==> config.mk <==
export PLATFORM = sky130hd
export DESIGN_NAME = timer_irq_unit
export DESIGN_NICKNAME = d
export VERILOG_FILES = /design/src/rtl/timer_pkg.sv /design/src/rtl/timer_prescaler.sv /design/src/rtl/timer_irq_unit.sv
export SDC_FILE = /design/constraint.sdc
export NUM_CORES = 1
export LEC_CHECK = 0
export CAP_MARGIN = 5
export CORE_UTILIZATION = 45
export CTS_CLUSTER_DIAMETER = 100
export CTS_CLUSTER_SIZE = 30
export DETAILED_ROUTE_END_ITERATION = 6
export MAX_ROUTING_LAYER = met4
export PLACE_DENSITY_LB_ADDON = 0.2
export SYNTH_ARGS = -nofsm -noshare
export SYNTH_HDL_FRONTEND = slang
export SYNTH_HIERARCHICAL = 1
export SYNTH_SLANG_ARGS = --single-unit
==> constraint.sdc <==
create_clock -name clk -period 3.79 [get_ports clk]
set_clock_uncertainty 0.15 [all_clocks]
set_input_delay 0.758 -clock clk [delete_from_list [all_inputs] [get_ports clk]]
set_output_delay 0.758 -clock clk [all_outputs]
set_load 0.005 [all_outputs]
==> src/rtl/timer_pkg.sv <==
// Shared constants and address decode helper for the memory-mapped reload timer.
package timer_pkg;

  // Word address of TH; TL and TCON follow at +4 and +8.
  localparam logic [31:0] DEFAULT_BASE_ADDR = 32'h4000_0000;

  // Byte offsets of the three registers from the base address.
  localparam logic [31:0] TH_OFF   = 32'd0;
  localparam logic [31:0] TL_OFF   = 32'd4;
  localparam logic [31:0] TCON_OFF = 32'd8;

  // TCON bit positions: enable, interrupt enable, pending status.
  localparam int TCON_EN   = 0;
  localparam int TCON_IE   = 1;
  localparam int TCON_PEND = 2;

  // Which timer register (if any) the bus address selects.
  typedef enum logic [1:0] {
    REG_NONE = 2'd0,
    REG_TH   = 2'd1,
    REG_TL   = 2'd2,
    REG_TCON = 2'd3
  } reg_sel_e;

  // Word-granular decode: the two byte-select bits of the address are masked off.
  function automatic reg_sel_e decode_reg(input logic [31:0] addr, input logic [31:0] base);
    logic [31:0] word_mask;
    word_mask  = 32'hFFFF_FFFC;
    decode_reg = REG_NONE;
    if ((addr & word_mask) == ((base + TH_OFF) & word_mask)) begin
      decode_reg = REG_TH;
    end else if ((addr & word_mask) == ((base + TL_OFF) & word_mask)) begin
      decode_reg = REG_TL;
    end else if ((addr & word_mask) == ((base + TCON_OFF) & word_mask)) begin
      decode_reg = REG_TCON;
    end
  endfunction

endpackage

==> src/rtl/timer_prescaler.sv <==
// Divides the core clock down to the TL increment rate.
// tick is combinational from the current count and enable, so a tick is
// visible in the same cycle the timer register logic decides what to do.
module timer_prescaler #(
  parameter int PRESCALE = 1,
  parameter int PS_W     = 16
) (
  input  logic clk,
  input  logic reset,
  input  logic en,
  input  logic clr,
  output logic tick
);

  localparam logic [PS_W-1:0] LAST = PS_W'(PRESCALE - 1);

  logic [PS_W-1:0] count;

  // With PRESCALE=1, LAST is 0 and the count never leaves 0, so tick simply
  // follows en; the same expression covers every legal divide ratio.
  assign tick = en && (count == LAST);

  // Count 0..PRESCALE-1 while enabled; held at 0 when disabled or on a TL write.
  always_ff @(posedge clk or posedge reset) begin
    if (reset) begin
      count <= '0;
    end else if (!en || clr || tick) begin
      count <= '0;
    end else begin
      count <= count + 1'b1;
    end
  end

endmodule

==> src/rtl/timer_irq_unit.sv <==
// Memory-mapped 32-bit reload timer and interrupt source for the core.
//
// Bus semantics: there is no handshake and no wait state. A store takes
// effect on the clock edge where MemWrite=1 and addr selects a register; a
// load returns data combinationally in the same cycle where MemRead=1 and
// addr selects a register, and has no side effects. When both strobes are
// high on the same register, rdata shows the value before the store lands.
module timer_irq_unit
  import timer_pkg::*;
#(
  parameter logic [31:0] BASE_ADDR = DEFAULT_BASE_ADDR,
  parameter int          PRESCALE  = 1,
  parameter int          PS_W      = 16
) (
  input  logic        clk,
  input  logic        reset,
  input  logic [31:0] addr,
  input  logic [31:0] wdata,
  input  logic        MemWrite,
  input  logic        MemRead,
  output logic [31:0] rdata,
  output logic        sel,
  output logic        IRQ
);

  logic [31:0] th;
  logic [31:0] tl;
  logic        tcon_en;
  logic        tcon_ie;
  logic        tcon_pend;

  reg_sel_e hit;
  logic     wr_th;
  logic     wr_tl;
  logic     wr_tcon;
  logic     tick;
  logic     overflow;

  assign hit     = decode_reg(addr, BASE_ADDR);
  assign sel     = (hit != REG_NONE);
  assign wr_th   = MemWrite && (hit == REG_TH);
  assign wr_tl   = MemWrite && (hit == REG_TL);
  assign wr_tcon = MemWrite && (hit == REG_TCON);

  // A TL store restarts the prescale window so the new value gets a full period.
  timer_prescaler #(
    .PRESCALE (PRESCALE),
    .PS_W     (PS_W)
  ) u_prescaler (
    .clk   (clk),
    .reset (reset),
    .en    (tcon_en),
    .clr   (wr_tl),
    .tick  (tick)
  );

  // A TL store on the overflow cycle wins, so that overflow never happened.
  assign overflow = tick && (tl == 32'hFFFF_FFFF) && !wr_tl;

  // Reload value register.
  always_ff @(posedge clk or posedge reset) begin
    if (reset) begin
      th <= '0;
    end else if (wr_th) begin
      th <= wdata;
    end
  end

  // Counter: store wins over tick; on overflow it reloads the pre-store TH.
  always_ff @(posedge clk or posedge reset) begin
    if (reset) begin
      tl <= '0;
    end else if (wr_tl) begin
      tl <= wdata;
    end else if (tick) begin
      tl <= (tl == 32'hFFFF_FFFF) ? th : tl + 32'd1;
    end
  end

  // Control bits; pending is write-0-to-clear and a same-edge set beats the clear.
  always_ff @(posedge clk or posedge reset) begin
    if (reset) begin
      tcon_en   <= 1'b0;
      tcon_ie   <= 1'b0;
      tcon_pend <= 1'b0;
    end else begin
      if (wr_tcon) begin
        tcon_en <= wdata[TCON_EN];
        tcon_ie <= wdata[TCON_IE];
      end
      if (overflow && tcon_ie) begin
        tcon_pend <= 1'b1;
      end else if (wr_tcon && !wdata[TCON_PEND]) begin
        tcon_pend <= 1'b0;
      end
    end
  end

  // Read mux; zero whenever the load strobe is low or no register is selected.
  always_comb begin
    rdata = '0;
    if (MemRead) begin
      case (hit)
        REG_TH:   rdata = th;
        REG_TL:   rdata = tl;
        REG_TCON: rdata = {29'd0, tcon_pend, tcon_ie, tcon_en};
        default:  rdata = '0;
      endcase
    end
  end

  // IRQ is the registered pending bit itself: no path from tick to IRQ.
  assign IRQ = tcon_pend;

endmodule

==> qor.txt <==
first-pass GRT wire length -> 23.9 mm
drt pass-1 iters -> 5
DPL Wire Length -> 9.87 mm
routed len/inst -> 18.9 um
most used cell, CP -> nor4_4
I/O Buffers -> 99
Mapped Cells -> 564
Placer Congestion -> 0.864
CTS tree -> done
die height -> 108 um
CP required -> 2.88 ns
yosys warns -> 6
Worst setup SP type -> primary input
CP Data Arrival Time -> 2.87 ns
Top FF cell, synth -> dfrtp_1
crit-path cells -> clkdlybuf4s50_1 -> nor4_4 -> nand3_2 -> nor4_4 -> buf_4 -> buf_12 -> a22oi_1 -> nor2_1 -> dlygate4sd2_1
CP peak stage delay -> 0.49 ns
Layout area overhead -> 31.8%
worst slew pin tran -> 0.640 ns
fin crit share -> 99.7%
GRT overflow -> 0
vias in the first global route -> 4,766
outcome -> finished, final reports clean
DRC Markers -> 0
fraction of layout cells with a size suffix above 1 -> 15.6%
Iteration-0 DRC Markers -> 285
Relative slew margins -> 57.0%
post-synthesis register bit count -> 83
Initial Util -> 46.5%
Synth async-reset ratio -> 100%
count of final hold-check violations -> 0
clock slew at reported path FFs -> 0.08 ns
final setup fails -> 0
via count -> 4,918
Post-synth EDFFs -> 0
crit-path max FO -> 16
Rows -> 38
I/O pin count -> 102
total track usage -> 27.5%
CP max-delay cell -> clkdlybuf4s50_1
fin. max-slew vios -> 0
Leakage -> 2.82 nW
peak ir drop on the vdd network -> 0.000173 V
critical path class -> in -> out
drt via density -> 6.06
Hold Buf Count CTS -> 0
Post-DRT Antenna Nets -> 0
Worst-Skew Late Latency -> 0.37 ns
CP Capture Type -> primary output
Seq/Total Area, Yosys -> 41.0%
CTS root buffer -> clkbuf_8
Post-Syn Nets -> 635
max cap viols -> 0
initial antenna violation count -> 0
Overall Power -> 1.67 mW
Antenna Cells -> 0
Routed WL -> 15.4 mm
Clock Tree Buf Depth -> 2
PD cells -> 250 mW/mm2
largest net degree at the start of global routing -> 68
die area -> 0.0117 mm2
design area -> 0.00668 mm2
die width -> 108 um
final period demand of the worst path -> 3.78 ns
Peak Freq -> 0.265 GHz
clk sink count -> 83
Core Region -> 0.0109 mm2
Synth cell types -> 49
placed inst area -> 0.00632 mm2
Nets -> 738
Inserted Clock Buffers -> 9
H-Tree Level Count -> 3
syn avg cell area -> 8.98 um2
RSZ-0062 raised after global routing -> yes
worst hold-check path type -> reg -> reg
Mapped Area -> 0.00507 mm2
[final cells by class]
| class | count | area, um2 |
|---|---|---|
| inverters | 17 | 63.8 |
| fillers | 916 | 4210 |
| clock buffers | 10 | 138 |
| clock inverters | 6 | 55.1 |
| flip-flops and latches | 83 | 2080 |
| well taps | 140 | 175 |
| repair buffers | 127 | 1290 |
| multi-input cells | 429 | 2880 |
[worst paths after layout]
check	start	end	slack, ns	cells after the start
max	addr[14]	rdata[11]	0.01	9
min	th[19]	th[19]	0.39	1
max reg2reg	u_prescaler/count[0]	tl[14]	0.57	11
min reg2reg	th[19]	th[19]	0.39	1
max in group asynchronous	reset	u_prescaler/count[12]	2.46	2
min in group asynchronous	reset	u_prescaler/count[2]	0.65	2
[critical path: cells and delay by family]
family                 cells  cell delay [ns]
buffers and inverters      4             1.09
and+or+nand+nor            4             0.90
AOI/OAI and AO/OA          1             0.12
[power breakdown]
| group | switching [mW] | internal [mW] | total, mW | leakage, nW |
|---|---|---|---|---|
| Sequential | 0.000000247 | 0.885 | 0.885 | 1.01 |
| Combinational | 0.0530 | 0.0698 | 0.123 | 1.70 |
| Clock | 0.342 | 0.317 | 0.660 | 0.106 |
[sequential cells by signal (all words and copies together) (netlist names)]
register and flops:
tcon_ie 1, th 32, u_prescaler/count 16, tl 32, IRQ 1, tcon_en 1
[layout by cell type (no fill, tap or decap), types with 6 or more instances in the layout]
master	netlist	final
dfrtp_1	83	83
nor2_1	68	68
clkdlybuf4s50_1	0	65
nand2_1	41	40
nand3_1	33	32
mux2_2	32	32
dlygate4sd2_1	0	32
a22oi_1	29	29
o21ai_0	24	24
a21oi_1	23	23
nand4_1	20	20
buf_4	0	19
inv_1	16	15
nor4_1	23	14
a21o_1	14	14
xor2_1	14	14
xnor2_1	13	13
nor3_1	10	10
clkbuf_8	0	10
and3_1	9	9
nor4_2	3	9
a31oi_1	8	8
mux2i_1	8	8
o211ai_1	6	6
buf_12	0	6
[logic make-up (layout without fill, tap and decap cells)]
logic type | count (synthesis) | count (layout) | synth area share, %
AND/OR/NAND/NOR | 236 | 236 | 24.7
buffers and inverters | 52 | 160 | 4.32
multiplexers | 40 | 40 | 8.69
XOR/XNOR | 27 | 27 | 4.67
flip-flops | 83 | 83 | 41.0
adder cells (fa/ha/maj) | 3 | 3 | 0.741
AO/OA/AOI/OAI | 123 | 123 | 15.9
[through the flow]
| stage | setup slack (ns) | hold WS, ns | TNS (ns) | cells | util (%) |
|---|---|---|---|---|---|
| after floorplan | 0.572 | 0.338 | 0 | 564 | - |
| after global placement | -0.254 | 0.359 | -7.18 | 788 | 58.1 |
| after detailed placement | -0.291 | 0.369 | -7.99 | 788 | 58.1 |
| after CTS | -0.0835 | 0.391 | -0.0835 | 808 | 60.5 |
| after global routing | -0.0501 | 0.404 | -0.546 | 812 | 61.3 |
| final | 0.0104 | 0.386 | 0 | 812 | 61.3 |
[synth_stat cells, types with 8 or more instances]
cell type,instances,area share [%]
o21ai_0,24,2.4
buf_2,13,1.3
a21o_1,14,2.1
dfrtp_1,83,41
xnor2_1,13,2.2
nand3_1,33,3.3
nor2_1,68,5.0
xor2_1,14,2.4
mux2i_1,8,1.6
nor3_1,10,0.99
a22oi_1,29,4.3
nand4_1,20,2.5
and3_1,9,1.1
a31oi_1,8,0.99
mux2_2,32,7.1
inv_1,16,1.2
a21oi_1,23,2.3
clkbuf_1,18,1.3
nor4_1,23,2.8
nand2_1,41,3.0
[metal layers]
layer	part of all wire (%)	vias to the layer above	track usage [%]
met5	0	-	-
met4	3.0	0	13.2
met3	5.0	42	3.68
met2	49	173	44.7
met1	43	2423	33.7
li1	-	2280	-
[what timing repair did]
item	CTS	global route
pin swaps	3	5
resized for setup	44	8
setup endpoints to repair	32	33
cloned	1	1
setup buffers	3	3
(Power assumes the default switching activity.)
